`src/rtl/vic_pkg.sv`:
```
// vic_pkg: shared PC width, defaults and next-PC source encoding for the vector/PC path.
package vic_pkg;
  localparam int PC_W = 32;
  localparam int DEF_PC_STEP = 4;
  localparam logic [PC_W-1:0] DEF_RESET_PC = 32'h0000_0000;
  localparam int DEF_STACK_DEPTH = 4;
  typedef enum logic [1:0] {SEQ, BRANCH, VECTOR, RETI} pc_src_e;
endpackage

```
`src/rtl/ret_stack.sv`:
```
// ret_stack: return-address LIFO; simultaneous push and pop leave the pointer alone.
module ret_stack
  import vic_pkg::*;
#(
  parameter int DEPTH = DEF_STACK_DEPTH
) (
  input  logic            i_clk,
  input  logic            i_rst,
  input  logic            i_push,
  input  logic            i_pop,
  input  logic [PC_W-1:0] i_din,
  output logic [PC_W-1:0] o_top,
  output logic            o_full,
  output logic            o_empty,
  output logic [2:0]      o_count
);
  localparam int AW = DEPTH > 1 ? $clog2(DEPTH) : 1;
  logic [PC_W-1:0] r_mem [DEPTH];
  logic [2:0]      r_cnt;
  logic [AW-1:0]   w_wr_idx, w_rd_idx;
  logic            w_do_push, w_do_pop;
  assign w_wr_idx  = AW'(r_cnt);
  assign w_rd_idx  = AW'(r_cnt - 3'd1);
  assign w_do_push = i_push && !i_pop && !o_full;
  assign w_do_pop  = i_pop && !i_push && !o_empty;
  assign o_full    = r_cnt == 3'(DEPTH);
  assign o_empty   = r_cnt == 3'd0;
  assign o_count   = r_cnt;
  assign o_top     = r_mem[w_rd_idx];
  // Entry contents need no reset; occupancy alone defines validity.
  always_ff @(posedge i_clk)
    if (w_do_push) r_mem[w_wr_idx] <= i_din;
  always_ff @(posedge i_clk or negedge i_rst)
    if (!i_rst) r_cnt <= 3'd0;
    else r_cnt <= w_do_push ? r_cnt + 3'd1 : w_do_pop ? r_cnt - 3'd1 : r_cnt;
endmodule

```
`src/rtl/irq_pc_unit.sv`:
```
// irq_pc_unit: fetch PC sequencer with vectored interrupt entry, nested return stack
// and sticky overflow/underflow flags.
module irq_pc_unit
  import vic_pkg::*;
#(
  parameter logic [PC_W-1:0] RESET_PC    = DEF_RESET_PC,
  parameter int              PC_STEP     = DEF_PC_STEP,
  parameter int              STACK_DEPTH = DEF_STACK_DEPTH
) (
  input  logic            i_clk,
  input  logic            i_rst,
  input  logic            i_PC_stall,
  input  logic            i_branch_en,
  input  logic [PC_W-1:0] i_branch_addr,
  input  logic            i_VIC_PC_ctrl,
  input  logic [PC_W-1:0] i_VIC_iaddr,
  input  logic            i_reti,
  input  logic            i_clr_err,
  output logic [PC_W-1:0] o_PC,
  output logic            o_int_ack,
  output logic [2:0]      o_nest_level,
  output logic            o_in_isr,
  output logic            o_stack_ovf,
  output logic            o_stack_unf
);
  logic [PC_W-1:0] r_pc, w_pc_nxt, w_top, w_seq;
  logic            r_ack, r_ovf, r_unf;
  logic            w_full, w_empty, w_run, w_vec_acc, w_push, w_pop, w_ovf_set, w_unf_set, w_clr;
  pc_src_e         w_src;
  assign w_run     = !i_PC_stall;
  assign w_seq     = r_pc + PC_W'(PC_STEP);
  assign w_vec_acc = w_run && i_VIC_PC_ctrl && (i_reti || !w_full);
  assign w_push    = w_run && i_VIC_PC_ctrl && !i_reti && !w_full;
  assign w_pop     = w_run && !i_VIC_PC_ctrl && i_reti && !w_empty;
  assign w_ovf_set = w_run && i_VIC_PC_ctrl && !i_reti && w_full;
  assign w_unf_set = w_run && !i_VIC_PC_ctrl && i_reti && w_empty;
  assign w_clr     = w_run && i_clr_err;
  // Refused vectors and empty-stack returns fall through to the sequential/branch path.
  always_comb begin
    w_src    = w_vec_acc ? VECTOR : w_pop ? RETI : i_branch_en ? BRANCH : SEQ;
    w_pc_nxt = !w_run ? r_pc : w_src == VECTOR ? i_VIC_iaddr : w_src == RETI ? w_top :
               w_src == BRANCH ? i_branch_addr : w_seq;
  end
  ret_stack #(.DEPTH(STACK_DEPTH)) u_stack (
    .i_clk   (i_clk),
    .i_rst   (i_rst),
    .i_push  (w_push),
    .i_pop   (w_pop),
    .i_din   (i_branch_en ? i_branch_addr : w_seq),
    .o_top   (w_top),
    .o_full  (w_full),
    .o_empty (w_empty),
    .o_count (o_nest_level)
  );
  always_ff @(posedge i_clk or negedge i_rst)
    if (!i_rst) begin
      r_pc  <= RESET_PC;
      r_ack <= 1'b0;
      r_ovf <= 1'b0;
      r_unf <= 1'b0;
    end else begin
      r_pc  <= w_pc_nxt;
      r_ack <= w_vec_acc;
      r_ovf <= (r_ovf && !w_clr) || w_ovf_set;
      r_unf <= (r_unf && !w_clr) || w_unf_set;
    end
  assign o_PC        = r_pc;
  assign o_int_ack   = r_ack;
  assign o_in_isr    = o_nest_level != 3'd0;
  assign o_stack_ovf = r_ovf;
  assign o_stack_unf = r_unf;
endmodule

```
`config.mk`:
```
export PLATFORM = sky130hd
export DESIGN_NAME = irq_pc_unit
export DESIGN_NICKNAME = d
export VERILOG_FILES = /design/src/rtl/vic_pkg.sv /design/src/rtl/ret_stack.sv /design/src/rtl/irq_pc_unit.sv
export SDC_FILE = /design/constraint.sdc
export NUM_CORES = 1
export LEC_CHECK = 0
export CAP_MARGIN = 10
export CELL_PAD_IN_SITES_DETAIL_PLACEMENT = 1
export CELL_PAD_IN_SITES_GLOBAL_PLACEMENT = 1
export CORE_MARGIN = 2
export CORE_UTILIZATION = 48
export CTS_CLUSTER_SIZE = 28
export DETAILED_ROUTE_END_ITERATION = 10
export PLACE_DENSITY = 0.82
export SKIP_CTS_REPAIR_TIMING = 1
export SLEW_MARGIN = 5
export SYNTH_ARGS = -nofsm -noshare
export SYNTH_HDL_FRONTEND = slang
export SYNTH_SLANG_ARGS = --single-unit
```
`constraint.sdc`:
```
create_clock -name i_clk -period 7.85 [get_ports i_clk]
set_input_delay 1.9625 -clock i_clk [delete_from_list [all_inputs] [get_ports i_clk]]
set_output_delay 1.9625 -clock i_clk [all_outputs]
set_load 0.02 [all_outputs]
```
==> metrics.txt, run 1 <==
# TYPE chip_impl_metric gauge
chip_impl_metric{name="grt_antenna_before_repair",unit=""} 0
chip_impl_metric{name="setup_viol_count_final",unit=""} 0
chip_impl_metric{name="netlist_instances",unit=""} 598
chip_impl_metric{name="maxSlewHeadroom",unit=""} 0.322
chip_impl_metric{name="drive_above_1_share",unit=""} 0.138
chip_impl_metric{name="first_iter_violations",unit=""} 525
chip_impl_metric{name="die_w",unit="um"} 133
chip_impl_metric{name="synth_edf_count",unit=""} 128
chip_impl_metric{name="final.setup_skew",unit="ps"} 12.8
chip_impl_metric{name="num_vias",unit=""} 6075
chip_impl_metric{name="place.detailed.hpwl",unit="um"} 15700
chip_impl_metric{name="reg2reg_slack",unit="ps"} 3860
chip_impl_info{name="timing.setup.critical_path_class",value="input port to flop"} 1
chip_impl_metric{name="flow.area_growth_from_synthesis",unit="%"} 23.7
chip_impl_metric{name="sequential_fraction_of_the_synthesis_area",unit=""} 0.603
chip_impl_metric{name="ys_warn_count",unit=""} 0
chip_impl_metric{name="grt_pass1_vias",unit=""} 6616
chip_impl_metric{name="core_region_area",unit="sq mm"} 0.0164
chip_impl_metric{name="post-synth-top-area-fraction",unit=""} 0.483
chip_impl_metric{name="io_pins",unit=""} 110
chip_impl_metric{name="worst_ep_arrival_time",unit="ps"} 5570
chip_impl_info{name="most_common_library_cell_in_the_layout_ignoring_fill_and_taps",value="sky130_fd_sc_hd__edfxtp_1"} 1
chip_impl_metric{name="final_hold_viol_count",unit=""} 0
chip_impl_metric{name="globalRouteTotalUtil",unit=""} 0.290
chip_impl_info{name="worst_setup_path_end_kind",value="flop"} 1
chip_impl_info{name="synth_area_leader_cell",value="sky130_fd_sc_hd__edfxtp_1"} 1
chip_impl_info{name="r2r-start",value="u_stack.o_count[0]$_DFFE_PN0P_"} 1
chip_impl_metric{name="period_share",unit=""} 0.668
chip_impl_metric{name="nFillCells",unit=""} 1593
chip_impl_metric{name="power_density",unit="mW/mm^2"} 303
chip_impl_metric{name="timing.final.max_slew_violations",unit=""} 0
chip_impl_info{name="tritoncts",value="built"} 1
chip_impl_info{name="r2r_end",value="o_PC[21]$_DFFE_PN0N_"} 1
chip_impl_metric{name="finalSetupTns",unit="ps"} 0
chip_impl_metric{name="cts-htree-levels",unit=""} 4
chip_impl_info{name="synthFlopType",value="sky130_fd_sc_hd__edfxtp_1"} 1
chip_impl_info{name="hold_end",value="o_stack_ovf$_DFF_PN0_"} 1
chip_impl_metric{name="syn_area",unit="sq mm"} 0.00795
chip_impl_metric{name="cellLeakagePower",unit="nW"} 3.37
chip_impl_metric{name="drt.antenna.violating_nets",unit=""} 0
chip_impl_metric{name="whs_path_depth",unit=""} 1
chip_impl_metric{name="finalHoldWorstSlack",unit="ps"} 504
chip_impl_metric{name="insertedDiodeCount",unit=""} 0
chip_impl_metric{name="fin_crit",unit="ps"} 5250
chip_impl_metric{name="grt_first_pass_wirelength",unit="um"} 38500
chip_impl_metric{name="syn_area_per_cell",unit="sq um"} 13.3
chip_impl_metric{name="die_height",unit="um"} 133
chip_impl_metric{name="floorplan.die_area",unit="sq mm"} 0.0176
chip_impl_metric{name="numClockSinks",unit=""} 166
chip_impl_metric{name="number_of_nets_at_the_end_of_the_flow",unit=""} 777
chip_impl_info{name="clk_root_buffer_cell",value="sky130_fd_sc_hd__clkbuf_16"} 1
chip_impl_metric{name="via_per_inst",unit=""} 6.52
chip_impl_metric{name="cap_viol_max_count",unit=""} 0
chip_impl_info{name="class_of_the_tightest_hold_or_removal_check",value="flop to flop"} 1
chip_impl_info{name="critPathLaunchType",value="input port"} 1
chip_impl_info{name="hold_crit_start",value="o_stack_ovf$_DFF_PN0_"} 1
chip_impl_metric{name="clkTransAtPathRegs",unit="ps"} 70
chip_impl_metric{name="timing.critical_path.fanout_max",unit=""} 43
chip_impl_metric{name="rows",unit=""} 47
chip_impl_metric{name="clk_path_buf_depth",unit=""} 2
chip_impl_info{name="status",value="completed"} 1
chip_impl_metric{name="post_synth_num_cell_types",unit=""} 65
chip_impl_metric{name="ff2ff_path_depth",unit=""} 9
chip_impl_info{name="final_cell_mix",value="sky130_fd_sc_hd__edfxtp_1, sky130_fd_sc_hd__clkdlybuf4s50_1, sky130_fd_sc_hd__nand2_1, sky130_fd_sc_hd__dfrtp_1, sky130_fd_sc_hd__mux4_2"} 1
chip_impl_metric{name="worst-endpoint-required",unit="ps"} 8170
chip_impl_metric{name="share_of_flip_flops_with_an_asynchronous_set_or_reset",unit=""} 0.229
chip_impl_metric{name="remaining_global_route_overflow",unit=""} 0
chip_impl_info{name="grt_setup_unrepaired",value="false"} 1
chip_impl_metric{name="synth.net_count",unit=""} 675
chip_impl_metric{name="detail_route.wl_per_cell",unit="um"} 26.5
chip_impl_metric{name="ys_seq_elements",unit=""} 166
chip_impl_metric{name="grt_max_degree",unit=""} 56
chip_impl_metric{name="drt-pass1-iter-count",unit=""} 5
chip_impl_metric{name="drc",unit=""} 0
chip_impl_metric{name="effective_utilization_at_floorplan",unit=""} 0.485
chip_impl_metric{name="worst_slew_pin_slew",unit="ps"} 1010
chip_impl_metric{name="wirelength",unit="um"} 24700
chip_impl_metric{name="vdd.ir_drop.worst",unit="V"} 0.000240
chip_impl_metric{name="timing.fmax",unit="GHz"} 0.191
chip_impl_info{name="synthTopCellsByArea",value="sky130_fd_sc_hd__edfxtp_1, sky130_fd_sc_hd__dfrtp_1, sky130_fd_sc_hd__mux4_2"} 1
chip_impl_metric{name="worst_skew_pair.late_latency",unit="ps"} 440
chip_impl_metric{name="gp_congestion",unit=""} 0.872
chip_impl_metric{name="port_buffers",unit=""} 109
chip_impl_metric{name="numCtsBuffers",unit=""} 17
through the flow:
step / area, sq um / power (mW) / std cells / setup slack, ps / util
4_1_cts: 9830 / 2.99 / 932 / 2680 / 0.599
5_1_grt: 9830 / 3.10 / 932 / 2410 / 0.599
2_1_floorplan: 7950 / 1.78 / 598 / 3010 / -
6_report: 9830 / 2.98 / 932 / 2600 / 0.599
3_5_place_dp: 9260 / 2.16 / 901 / 2220 / 0.564
3_3_place_gp: 9260 / 2.11 / 901 / 2340 / 0.564
cell usage after synthesis, drive strengths merged (4+ instances only):
cell type and count:
edfxtp 128, nand2 55, dfrtp 38, clkbuf 32, mux4 32, o21ai 31
nor2 29, a21oi 24, nand3 14, inv 12, a31oi 11, nor3 11
o22ai 11, xnor2 10, xor2 10, or4 9, a211oi 7, buf 7
mux2 7, and3 6, ha 6, nor4 6, o211ai 6, o221ai 6
o311ai 6, a221oi 5, a22oi 5, nand2b 5, nand4 5, o2111ai 5
o31a 5, o31ai 5, a222oi 4, and2 4, or3 4
worst max-delay path, cell delays in order:
cell and delay, ps:
sky130_fd_sc_hd__clkdlybuf4s50_1 460, sky130_fd_sc_hd__buf_4 430, sky130_fd_sc_hd__nand2b_1 270, sky130_fd_sc_hd__or2_2 610, sky130_fd_sc_hd__clkinv_1 840, sky130_fd_sc_hd__or4_1 720
sky130_fd_sc_hd__o221ai_1 80, sky130_fd_sc_hd__o21ba_2 190
cell type report:
class                      instances  area (sq um)  share of cell area
clock buffer                      17           425              0.0433
clock inverter                    14           148              0.0150
inverter                          14          52.6             0.00535
multi-input combinational        379          2960               0.301
sequential                       166          4800               0.488
tap                              220           275              0.0280
timing repair buffer             122          1180               0.120
routing by layer:
| metal | up-vias | routed length [um] | track usage |
|---|---|---|---|
| met3 | 61 | 1660 | 0.0456 |
| met1 | 3145 | 9660 | 0.372 |
| met5 | - | 0 | 0 |
| met2 | 293 | 12500 | 0.487 |
| met4 | 0 | 886 | 0.139 |
| li1 | 2576 | - | - |
registers in the layout (all words and copies together) (netlist names):
signal	cells
o_PC	32
o_int_ack	1
u_stack.o_count	3
o_stack_ovf	1
u_stack.r_mem	128
o_stack_unf	1
how the worst max path moves through the flow:
stage | endpoint | slack, ps | depth (start not counted) | start
final | o_PC[21]$_DFFE_PN0N_ | 2600 | 8 | i_PC_stall
after global routing | o_PC[21]$_DFFE_PN0N_ | 2410 | 8 | i_PC_stall
after CTS | o_PC[21]$_DFFE_PN0N_ | 2680 | 8 | i_PC_stall
after detailed placement | o_PC[29]$_DFFE_PN0N_ | 2220 | 8 | i_PC_stall
after global placement | o_PC[21]$_DFFE_PN0N_ | 2340 | 8 | i_PC_stall
after floorplan | u_stack.r_mem[0][0]$_DFFE_PP_ | 3010 | 2 | i_reti
where the power goes:
group	internal [mW]	switching [mW]
combinational	0.446	0.532
clock	0.469	0.361
sequential	1.06	0.114
cells by family after synthesis:
logic type | share of synthesized area
flops | 0.603
compound gates | 0.134
simple gates | 0.103
fa+ha+maj | 0.00944
mux | 0.103
xor+xnor | 0.0220
buf+inv | 0.0258
(Power assumes the default switching activity.)
==> run 2, diff against run 1 <==
--- a/config.mk
+++ b/config.mk
@@ -9,10 +9,10 @@
 export CELL_PAD_IN_SITES_DETAIL_PLACEMENT = 1
 export CELL_PAD_IN_SITES_GLOBAL_PLACEMENT = 1
 export CORE_MARGIN = 2
-export CORE_UTILIZATION = 48
+export CORE_UTILIZATION = 41
 export CTS_CLUSTER_SIZE = 28
 export DETAILED_ROUTE_END_ITERATION = 10
-export PLACE_DENSITY = 0.82
+export PLACE_DENSITY = 0.74
 export SKIP_CTS_REPAIR_TIMING = 1
 export SLEW_MARGIN = 5
 export SYNTH_ARGS = -nofsm -noshare
==> constraint.sdc (replaced) <==
create_clock -name i_clk -period 4.7 [get_ports i_clk]
set_input_delay 1.175 -clock i_clk [delete_from_list [all_inputs] [get_ports i_clk]]
set_output_delay 1.175 -clock i_clk [all_outputs]
set_load 0.02 [all_outputs]
==> run 2 against run 1 <==
  * Sequential cell count unchanged
  * Register-to-register slack worse by 2200 ps
  * Cell area increased by 2.1%
  * Cell count up 4.9%
  * Utilization shrank 6.8 points
  * Total power up 75%
  * Sequential power grew 66%
  * Clock power up 90%
  * Sequential share of layout area down 0.99 points
  * Critical endpoint is now o_in_isr
  * Largest cell class unchanged
==> metrics.txt, run 2 (synthesized netlist as in run 1, its figures left out) <==
# TYPE chip_impl_metric gauge
chip_impl_info{name="critPathLaunchType",value="flop"} 1
chip_impl_metric{name="numClockSinks",unit=""} 166
chip_impl_info{name="worst_setup_path_end_kind",value="output pin"} 1
chip_impl_info{name="hold_crit_start",value="o_stack_unf$_DFF_PN0_"} 1
chip_impl_metric{name="worst_slew_pin_slew",unit="ps"} 1250
chip_impl_metric{name="globalRouteTotalUtil",unit=""} 0.255
chip_impl_metric{name="worst_skew_pair.late_latency",unit="ps"} 430
chip_impl_metric{name="port_buffers",unit=""} 109
chip_impl_metric{name="reg2reg_slack",unit="ps"} 1710
chip_impl_metric{name="place.detailed.hpwl",unit="um"} 16400
chip_impl_metric{name="crit_path_max_incr_delay",unit="ps"} 730
chip_impl_info{name="clk_root_buffer_cell",value="sky130_fd_sc_hd__clkbuf_16"} 1
chip_impl_metric{name="multiInputGateArea",unit="sq mm"} 0.00296
chip_impl_metric{name="setup_viol_count_final",unit=""} 0
chip_impl_metric{name="drc",unit=""} 0
chip_impl_metric{name="timing.critical_path.fanout_max",unit=""} 13
chip_impl_metric{name="remaining_global_route_overflow",unit=""} 0
chip_impl_metric{name="effective_utilization_at_floorplan",unit=""} 0.421
chip_impl_info{name="hold_end",value="o_stack_unf$_DFF_PN0_"} 1
chip_impl_info{name="r2r-start",value="u_stack.o_count[1]$_DFFE_PN0P_"} 1
chip_impl_metric{name="clk_path_buf_depth",unit=""} 2
chip_impl_metric{name="nFillCells",unit=""} 1935
chip_impl_metric{name="fin_crit",unit="ps"} 3700
chip_impl_metric{name="drt-pass1-iter-count",unit=""} 5
chip_impl_metric{name="whs_path_depth",unit=""} 1
chip_impl_metric{name="final_hold_viol_count",unit=""} 0
chip_impl_metric{name="drive_above_1_share",unit=""} 0.142
chip_impl_metric{name="period_share",unit=""} 0.787
chip_impl_metric{name="via_per_inst",unit=""} 6.18
chip_impl_metric{name="detail_route.wl_per_cell",unit="um"} 25.6
chip_impl_metric{name="timing.fmax",unit="GHz"} 0.270
chip_impl_metric{name="numCtsBuffers",unit=""} 17
chip_impl_metric{name="seq_area",unit="sq mm"} 0.00480
chip_impl_metric{name="fin_util",unit=""} 0.531
chip_impl_metric{name="timing.final.max_slew_violations",unit=""} 0
chip_impl_metric{name="cellLeakagePower",unit="nW"} 3.44
chip_impl_metric{name="final.setup_skew",unit="ps"} 9.60
chip_impl_metric{name="gp_congestion",unit=""} 0.859
chip_impl_metric{name="vdd.ir_drop.worst",unit="V"} 0.000259
chip_impl_metric{name="largest_reg_flops",unit=""} 128
chip_impl_metric{name="first_iter_violations",unit=""} 570
chip_impl_metric{name="cap_viol_max_count",unit=""} 0
chip_impl_info{name="crit_path_top_delay_cell",value="sky130_fd_sc_hd__clkdlybuf4s50_1"} 1
chip_impl_metric{name="grt_pass1_vias",unit=""} 6499
chip_impl_metric{name="io_pins",unit=""} 110
chip_impl_metric{name="power_density",unit="mW/mm^2"} 521
chip_impl_metric{name="grt_first_pass_wirelength",unit="um"} 38400
chip_impl_info{name="most_common_library_cell_in_the_layout_ignoring_fill_and_taps",value="sky130_fd_sc_hd__edfxtp_1"} 1
chip_impl_metric{name="maxSlewHeadroom",unit=""} 0.156
chip_impl_metric{name="finalSetupTns",unit="ps"} 0
chip_impl_info{name="final_cell_mix",value="sky130_fd_sc_hd__edfxtp_1, sky130_fd_sc_hd__clkdlybuf4s50_1, sky130_fd_sc_hd__nand2_1, sky130_fd_sc_hd__dfrtp_1, sky130_fd_sc_hd__mux4_2"} 1
chip_impl_metric{name="core_region_area",unit="sq mm"} 0.0189
chip_impl_metric{name="cts-htree-levels",unit=""} 4
chip_impl_info{name="r2r_end",value="o_PC[31]$_DFFE_PN0N_"} 1
chip_impl_metric{name="insertedDiodeCount",unit=""} 0
chip_impl_metric{name="worst-endpoint-required",unit="ps"} 3520
chip_impl_metric{name="grt_max_degree",unit=""} 40
chip_impl_metric{name="drt.antenna.violating_nets",unit=""} 0
chip_impl_info{name="top_register_by_number_of_flip_flops",value="u_stack.r_mem"} 1
chip_impl_info{name="class_of_the_tightest_hold_or_removal_check",value="flop to flop"} 1
chip_impl_info{name="path_cells",value="inv_1, ha_1, nand2b_1, clkdlybuf4s50_1"} 1
chip_impl_metric{name="clkTransAtPathRegs",unit="ps"} 70
chip_impl_metric{name="ff2ff_path_depth",unit=""} 7
chip_impl_metric{name="worst_ep_arrival_time",unit="ps"} 2520
chip_impl_metric{name="num_vias",unit=""} 6044
chip_impl_metric{name="rows",unit=""} 50
chip_impl_info{name="timing.setup.critical_path_class",value="flop to output pin"} 1
chip_impl_info{name="crit_start",value="u_stack.o_count[1]$_DFFE_PN0P_"} 1
chip_impl_metric{name="die_height",unit="um"} 143
chip_impl_metric{name="flow.area_growth_from_synthesis",unit="%"} 26.2
chip_impl_info{name="tritoncts",value="built"} 1
chip_impl_metric{name="floorplan.die_area",unit="sq mm"} 0.0205
chip_impl_metric{name="die_w",unit="um"} 143
chip_impl_info{name="status",value="completed"} 1
chip_impl_info{name="grt_setup_unrepaired",value="false"} 1
chip_impl_metric{name="number_of_nets_at_the_end_of_the_flow",unit=""} 782
chip_impl_metric{name="wirelength",unit="um"} 25100
chip_impl_metric{name="grt_antenna_before_repair",unit=""} 0
==> run 2: changes by cell type in the layout (fill, tap and decap cells not counted), sizes merged <==
cell	delta
clkinvlp	+2
clkinv	-5
inv	-3
clkbuf	+3
buf	+5
bufinv	+4
==> run 2: worst max-delay path, delay by kind of cell (launching register included) <==
family                     cells  cell delay, ps
adders and majority gates      1             290
buffers and inverters          2             860
DFF                            1             450
and+or+nand+nor                1             490
==> run 2: how the worst max path moves through the flow <==
stage / to / slack (ps)
final: o_in_isr / 1000
after global routing: o_in_isr / 890
after global placement: o_PC[25]$_DFFE_PN0N_ / 1030
after floorplan: o_PC[22]$_DFFE_PN0N_ / 880
after detailed placement: o_PC[25]$_DFFE_PN0N_ / 1000
after CTS: o_in_isr / 1010
==> run 2: area by class of cell <==
type | instances | share of cell area
Clock buffer | 20 | 0.0435
Tap cell | 260 | 0.0324
Timing Repair Buffer | 127 | 0.123
Clock inverter | 12 | 0.0224
Sequential cell | 166 | 0.478
Inverter | 14 | 0.00524
Multi-Input combinational cell | 379 | 0.295
==> run 2: metal layers <==
| metal | global-route usage | vias to the layer above | share of wire |
|---|---|---|---|
| li1 | - | 2592 | - |
| met1 | 0.323 | 3167 | 0.41 |
| met2 | 0.441 | 242 | 0.51 |
| met3 | 0.0426 | 43 | 0.053 |
| met4 | 0.0949 | 0 | 0.026 |
| met5 | 0 | - | 0 |
==> run 2: where the power goes <==
group          leakage [nW]  switching (mW)  total, mW  internal, mW
sequential             1.60           0.191       1.96          1.77
clock                 0.311           0.584       1.58         0.998
combinational          1.53           0.891       1.68         0.785
==> run 2: per-stage QoR <==
| step | power (mW) | setup slack, ps | instance area, sq um | hold slack (ps) | cells |
|---|---|---|---|---|---|
| after floorplan | 2.97 | 883 | 7960 | 610 | 598 |
| after global placement | 3.56 | 1030 | 9340 | 481 | 945 |
| after detailed placement | 3.63 | 997 | 9340 | 499 | 945 |
| after CTS | 5.21 | 1010 | 10000 | 515 | 977 |
| after global routing | 5.43 | 891 | 10000 | 556 | 978 |
| final | 5.22 | 1000 | 10000 | 505 | 978 |
